**src/rtl/defines.sv**
```systemverilog
// Store-size encodings shared by the core, the RAM and the RAM arbiter.
`ifndef DEFINES_SV
`define DEFINES_SV
`define SB 2'b00
`define SH 2'b01
`define SW 2'b10
`endif

```
**src/rtl/ram_arb_pkg.sv**
```systemverilog
// Shared types and helpers for the data-RAM arbiter.
`include "defines.sv"

package ram_arb_pkg;

    typedef enum logic [1:0] {
        ARB_IDLE = 2'd0,
        ARB_M0   = 2'd1,
        ARB_M1   = 2'd2
    } arb_state_e;

    // Size 2'b11 is treated by the RAM as a word store but is never rejected here.
    function automatic logic access_ok(
        input logic [1:0] size,
        input logic [1:0] addr
    );
        case (size)
            `SW:     return addr == 2'b00;
            `SH:     return !addr[0];
            default: return 1'b1;
        endcase
    endfunction

endpackage

```
**src/rtl/ram_arbiter_rr_grant.sv**
```systemverilog
// Two-way round-robin grant picker with a per-owner burst limit.
module rr_grant
    import ram_arb_pkg::*;
#(
    parameter int MAX_BURST = 4,
    parameter int CW        = 3
) (
    input  logic          req0,
    input  logic          req1,
    input  logic          last_owner,
    input  arb_state_e    state,
    input  logic [CW-1:0] burst_cnt,
    output logic          gnt0,
    output logic          gnt1
);

    localparam logic [CW-1:0] LIMIT = CW'(MAX_BURST);

    logic keep;
    logic pick0;

    always_comb begin
        keep  = burst_cnt < LIMIT;
        pick0 = 1'b0;
        case (state)
            ARB_M0:  pick0 = keep;
            ARB_M1:  pick0 = !keep;
            default: pick0 = last_owner;
        endcase
        gnt0 = req0 & (!req1 | pick0);
        gnt1 = req1 & (!req0 | !pick0);
    end

endmodule

```
**src/rtl/ram_arbiter.sv**
```systemverilog
// Data-RAM arbiter between the LSU (m0) and the loader/debug master (m1).
// Optional address range check: define RAM_ARB_RANGE_CHECK_EN.
module ram_arbiter
    import ram_arb_pkg::*;
#(
    parameter int NUM_WORDS = 10,
    parameter int MAX_BURST = 4
) (
    input  logic        clk,
    input  logic        reset_n,
    input  logic        m0_req,
    input  logic        m0_we,
    input  logic [1:0]  m0_size,
    input  logic [31:0] m0_addr,
    input  logic [31:0] m0_wdata,
    output logic        m0_gnt,
    output logic        m0_rvalid,
    output logic [31:0] m0_rdata,
    output logic        m0_err,
    input  logic        m1_req,
    input  logic        m1_we,
    input  logic [1:0]  m1_size,
    input  logic [31:0] m1_addr,
    input  logic [31:0] m1_wdata,
    output logic        m1_gnt,
    output logic        m1_rvalid,
    output logic [31:0] m1_rdata,
    output logic        m1_err,
    output logic        ram_we,
    output logic [1:0]  ram_store_size,
    output logic [31:0] ram_addr,
    output logic [31:0] ram_wdata,
    input  logic [31:0] ram_rdata
);

    localparam int CW = $clog2(MAX_BURST + 1);
    localparam logic [CW-1:0] LIMIT = CW'(MAX_BURST);

    arb_state_e    state;
    logic          last_owner;
    logic [CW-1:0] burst_cnt;
    logic [CW-1:0] cnt_inc;
    logic          ok0;
    logic          ok1;
    logic          ld0;
    logic          ld1;

    always_comb begin
        ok0 = access_ok(m0_size, m0_addr[1:0]);
        ok1 = access_ok(m1_size, m1_addr[1:0]);
`ifdef RAM_ARB_RANGE_CHECK_EN
        ok0 = ok0 & (m0_addr[31:2] < 30'(NUM_WORDS));
        ok1 = ok1 & (m1_addr[31:2] < 30'(NUM_WORDS));
`endif
    end

`ifndef RAM_ARB_RANGE_CHECK_EN
    localparam int unused_num_words = NUM_WORDS;
`endif

    // No grants while reset is held so the RAM sees no write.
    rr_grant #(
        .MAX_BURST (MAX_BURST),
        .CW        (CW)
    ) u_grant (
        .req0       (m0_req & reset_n),
        .req1       (m1_req & reset_n),
        .last_owner (last_owner),
        .state      (state),
        .burst_cnt  (burst_cnt),
        .gnt0       (m0_gnt),
        .gnt1       (m1_gnt)
    );

    assign ram_addr       = m1_gnt ? m1_addr : m0_addr;
    assign ram_wdata      = m1_gnt ? m1_wdata : m0_wdata;
    assign ram_store_size = m1_gnt ? m1_size : m0_size;
    assign ram_we         = m1_gnt ? (m1_we & ok1) : (m0_gnt & m0_we & ok0);

    assign ld0     = m0_gnt & !m0_we & ok0;
    assign ld1     = m1_gnt & !m1_we & ok1;
    assign cnt_inc = (burst_cnt < LIMIT) ? burst_cnt + CW'(1) : burst_cnt;

    always_ff @(posedge clk or negedge reset_n) begin
        if (!reset_n) begin
            state      <= ARB_IDLE;
            last_owner <= 1'b1;
            burst_cnt  <= '0;
            m0_rvalid  <= 1'b0;
            m0_err     <= 1'b0;
            m0_rdata   <= '0;
            m1_rvalid  <= 1'b0;
            m1_err     <= 1'b0;
            m1_rdata   <= '0;
        end else begin
            if (m0_gnt) begin
                state      <= ARB_M0;
                last_owner <= 1'b0;
                burst_cnt  <= (state == ARB_M0) ? cnt_inc : CW'(1);
            end else if (m1_gnt) begin
                state      <= ARB_M1;
                last_owner <= 1'b1;
                burst_cnt  <= (state == ARB_M1) ? cnt_inc : CW'(1);
            end else begin
                state     <= ARB_IDLE;
                burst_cnt <= '0;
            end
            m0_rvalid <= ld0;
            m0_err    <= m0_gnt & !ok0;
            m1_rvalid <= ld1;
            m1_err    <= m1_gnt & !ok1;
            if (ld0) m0_rdata <= ram_rdata;
            if (ld1) m1_rdata <= ram_rdata;
        end
    end

endmodule

```
**config.mk**
```make
export PLATFORM = sky130hd
export DESIGN_NAME = ram_arbiter
export DESIGN_NICKNAME = d
export VERILOG_FILES = /design/src/rtl/ram_arb_pkg.sv /design/src/rtl/ram_arbiter_rr_grant.sv /design/src/rtl/ram_arbiter.sv
export VERILOG_INCLUDE_DIRS = /design/src /design/src/rtl
export SDC_FILE = /design/constraint.sdc
export NUM_CORES = 1
export LEC_CHECK = 0
export CELL_PAD_IN_SITES_DETAIL_PLACEMENT = 1
export CELL_PAD_IN_SITES_GLOBAL_PLACEMENT = 2
export CORE_MARGIN = 2
export CORE_UTILIZATION = 19
export DETAILED_ROUTE_END_ITERATION = 8
export PLACE_DENSITY_LB_ADDON = 0.3
export SLEW_MARGIN = 25
export SYNTH_ARGS = -nofsm -noshare
export SYNTH_HDL_FRONTEND = slang
export SYNTH_SLANG_ARGS = --single-unit
```
**constraint.sdc**
```tcl
create_clock -name clk -period 6.3 [get_ports clk]
set_input_delay 0.945 -clock clk [delete_from_list [all_inputs] [get_ports clk]]
set_output_delay 0.945 -clock clk [all_outputs]
set_load 0.02 [all_outputs]
```
==> summary.md <==
| Metric | Value |
|---|---|
| Outcome | `finished, final reports clean` |
| Yosys cell types | `29` |
| Post-route ant nets | `0` |
| Hold_buf cts | `0` |
| Top cell type's share of synthesized area | `45.5%` |
| Initial antenna violation count | `0` |
| Cell Area, Placed | `0.00733 mm2` |
| Highest metal used | `met4` |
| DRT iter0 DRCs | `71` |
| Layout net count | `882` |
| Filler cells | `2368` |
| Max-capacitance violation count | `0` |
| Relative slew slack | `39.4%` |
| Hold Vio Cnt, Final | `0` |
| Antenna fix cells | `0` |
| Max H-tree Level | `3` |
| Leak | `3.59 nW` |
| Area delta synth->final | `89.6%` |
| Clock Skews | `5.96 ps` |
| Crit path kind | `in2out` |
| Placeable Area | `0.0209 mm2` |
| Multi-input combinational cell area | `0.00199 mm2` |
| Global Route Usage Sum | `14.2%` |
| Switching share of total power | `33.6%` |
| Clock latency at the later pin of the worst-skew pair | `330 ps` |
| Mapped Area | `0.00402 mm2` |
| Post-CTS setup buffers | `0` |
| Met3 wire len | `1700 um` |
| RSZ-0062 raised after global routing | `false` |
| CP max FO | `46` |
| First-pass GRT wire length | `24400 um` |
| I/O Pins | `307` |
| Avg WL per Cell | `16.6 um` |
| # clock sinks | `74` |
| DRC | `0` |
| Mapped Cells | `405` |
| Largest family of logic cells by synthesized area | `multiplexers` |
| Die height | `149 um` |
| Initial Util | `19.2%` |
| First-pass DRT Iterations | `4` |
| Net switching power | `0.753 mW` |
| Metal1 wirelength | `6060 um` |
| HP Class | `reg2reg` |
| Full die area | `0.0223 mm2` |
| #FFs+latches synth | `74` |
| Wire length on met2 | `8340 um` |
| Tightest Pin Transition | `909 ps` |
| TNS Setup | `0 ps` |
| Via count | `3986` |
| CTS-repair resized insts | `0` |
| Total internal power | `1.49 mW` |
| Max Root-Sink Buffers | `2` |
| Power per Cell Area | `294 mW/mm2` |
| Synth top area cells | `dfrtp_1 (45%), mux2_4 (22%), nand2_1 (18%), ha_1 (2.5%), buf_6 (1.7%)` |
| Setup violators final | `0` |
| Max-slew violation count | `0` |
| CTS buffer count | `9` |
| Register area share after synthesis | `46.2%` |
| Mux contribution to synthesized area | `23.9%` |
| Final GP Congestion | `0.814` |
| Port bufs | `306` |
| Worst vdd ir | `0.129 mV` |
| DP HPWL | `13100 um` |
| Vias in the first global route | `4433` |
| Period utilisation layout | `71.0%` |
| Post-layout util | `36.4%` |
| Syn avg cell area | `9.91 um2` |
| Combinational power share | `46.9%` |
| Die X | `149 um` |
| FF+latch area | `0.00185 mm2` |
| Synth Area in XOR/XNOR | `0.218%` |
| Share of cells above drive strength 1 | `12.8%` |
| Via density | `4.05` |
| Max Fclk | `0.224 GHz` |
| CTS tree | `done` |
| Compound-gate portion of the synthesized area | `2.52%` |
| Simple-Gate Fraction of Synth Area | `20.1%` |
| Clock slew at reported path FFs | `60 ps` |
| Yosys warnings | `0` |
| Clock power share | `21.8%` |
| Pin count of the biggest net entering global routing | `74` |
| Leading area contributor after synthesis | `dfrtp_1` |
| Crit path required time | `5350 ps` |
| Flop2flop setup slack | `2930 ps` |
| Gr ovfl total | `0` |
| Row cnt | `53` |
| Tmin final | `4470 ps` |
| Worst EP arrival | `3530 ps` |
| Commonest non-fill, non-tap cell in the layout | `clkdlybuf4s50_1` |
| Final Instance Area | `0.00761 mm2` |
| Crit. End Element | `output pin` |
| Crit start category | `primary input` |
| Post-synthesis adder-cell area fraction | `2.49%` |
| Syn nets | `583` |
| Most frequent cells in the layout | `clkdlybuf4s50_1 (305), nand2_1 (196), dfrtp_1 (73)` |
| Drt total wl | `16400 um` |
| CTS Root Cell | `clkbuf_16` |
| Sequential share of power | `31.3%` |
state kept, by name, indices dropped and copies added, names as in the netlist:
| register | flops |
|---|---|
| m1_rvalid | 1 |
| m1_err | 1 |
| m0_rdata | 32 |
| m0_rvalid | 1 |
| state | 2 |
| m1_rdata | 32 |
| burst_cnt | 3 |
| last_owner | 1 |
| m0_err | 1 |
Yosys cell counts:
master	count
buf_2	5
mux2_2	6
buf_1	1
and3b_1	1
a32o_1	1
dfrtp_1	73
dfstp_2	1
o21ai_0	4
mux2i_1	2
nand3b_4	1
a221o_1	1
clkbuf_1	10
a21oi_1	2
o311ai_2	1
mux2_4	58
nand3_1	1
a221oi_1	1
ha_1	8
and2_1	2
nor2_1	5
o221ai_1	1
xnor2_1	1
or3_1	1
inv_2	1
a311o_1	1
buf_6	6
o21a_1	1
nand2_1	196
inv_1	13
power by group through the flow:
stage	Combinational (mW)	Sequential, mW	Clock, mW
after floorplan	0.333	0.873	0
after detailed placement	1.06	0.709	0
after global placement	1.06	0.699	0
final	1.05	0.701	0.487
after CTS	1.07	0.703	0.511
after global routing	1.11	0.720	0.534
critical path: stages:
cell and delay [ps]:
clkdlybuf4s50_1 500, and2_1 200, o311ai_4 110, inv_2 390, buf_4 510, nand2_1 100
nand2_1 140, clkdlybuf4s50_1 620
per-stage QoR:
step / hold slack (ps) / setup slack (ps) / power, mW / cells
detailed placement: 494 / 1770 / 1.77 / 968
global route: 520 / 1600 / 2.37 / 984
CTS: 513 / 1770 / 2.28 / 984
finish: 508 / 1830 / 2.24 / 984
global placement: 488 / 1840 / 1.76 / 968
floorplan: 521 / 3130 / 1.21 / 405
final timing paths:
path,startpoint,to,cells past startpoint
max,m1_req,ram_wdata[8],8
min,m1_rdata[3],m1_rdata[3],1
max reg2reg,state[0],m1_rdata[3],7
min reg2reg,m1_rdata[3],m1_rdata[3],1
max in group asynchronous,reset_n,m0_rdata[29],2
min in group asynchronous,reset_n,last_owner,1
cell type report:
class / count / area share (%)
multi-input combinational: 295 / 26.1
clock buffer: 9 / 2.96
tap: 275 / 4.52
clock inverter: 7 / 0.805
timing repair buffer: 310 / 40.6
sequential: 74 / 24.3
inverter: 14 / 0.690
per-layer routing:
metal  global-route usage, %  up-vias
met5                       0        -
met4                    4.00        0
met3                    6.06       15
met2                    25.9      200
met1                    14.8     1883
li1                        -     1888
kinds of logic (layout without fill, tap and decap cells):
kind of cell,Yosys count,count (layout)
and+or+nand+nor,207,207
DFF,74,74
muxes,66,66
buffers and inverters,36,340
AOI/OAI and AO/OA,13,13
adders and majority gates,8,8
xor gates and xnor gates,1,1
Note: power is estimated with default switching activity, not from simulation.
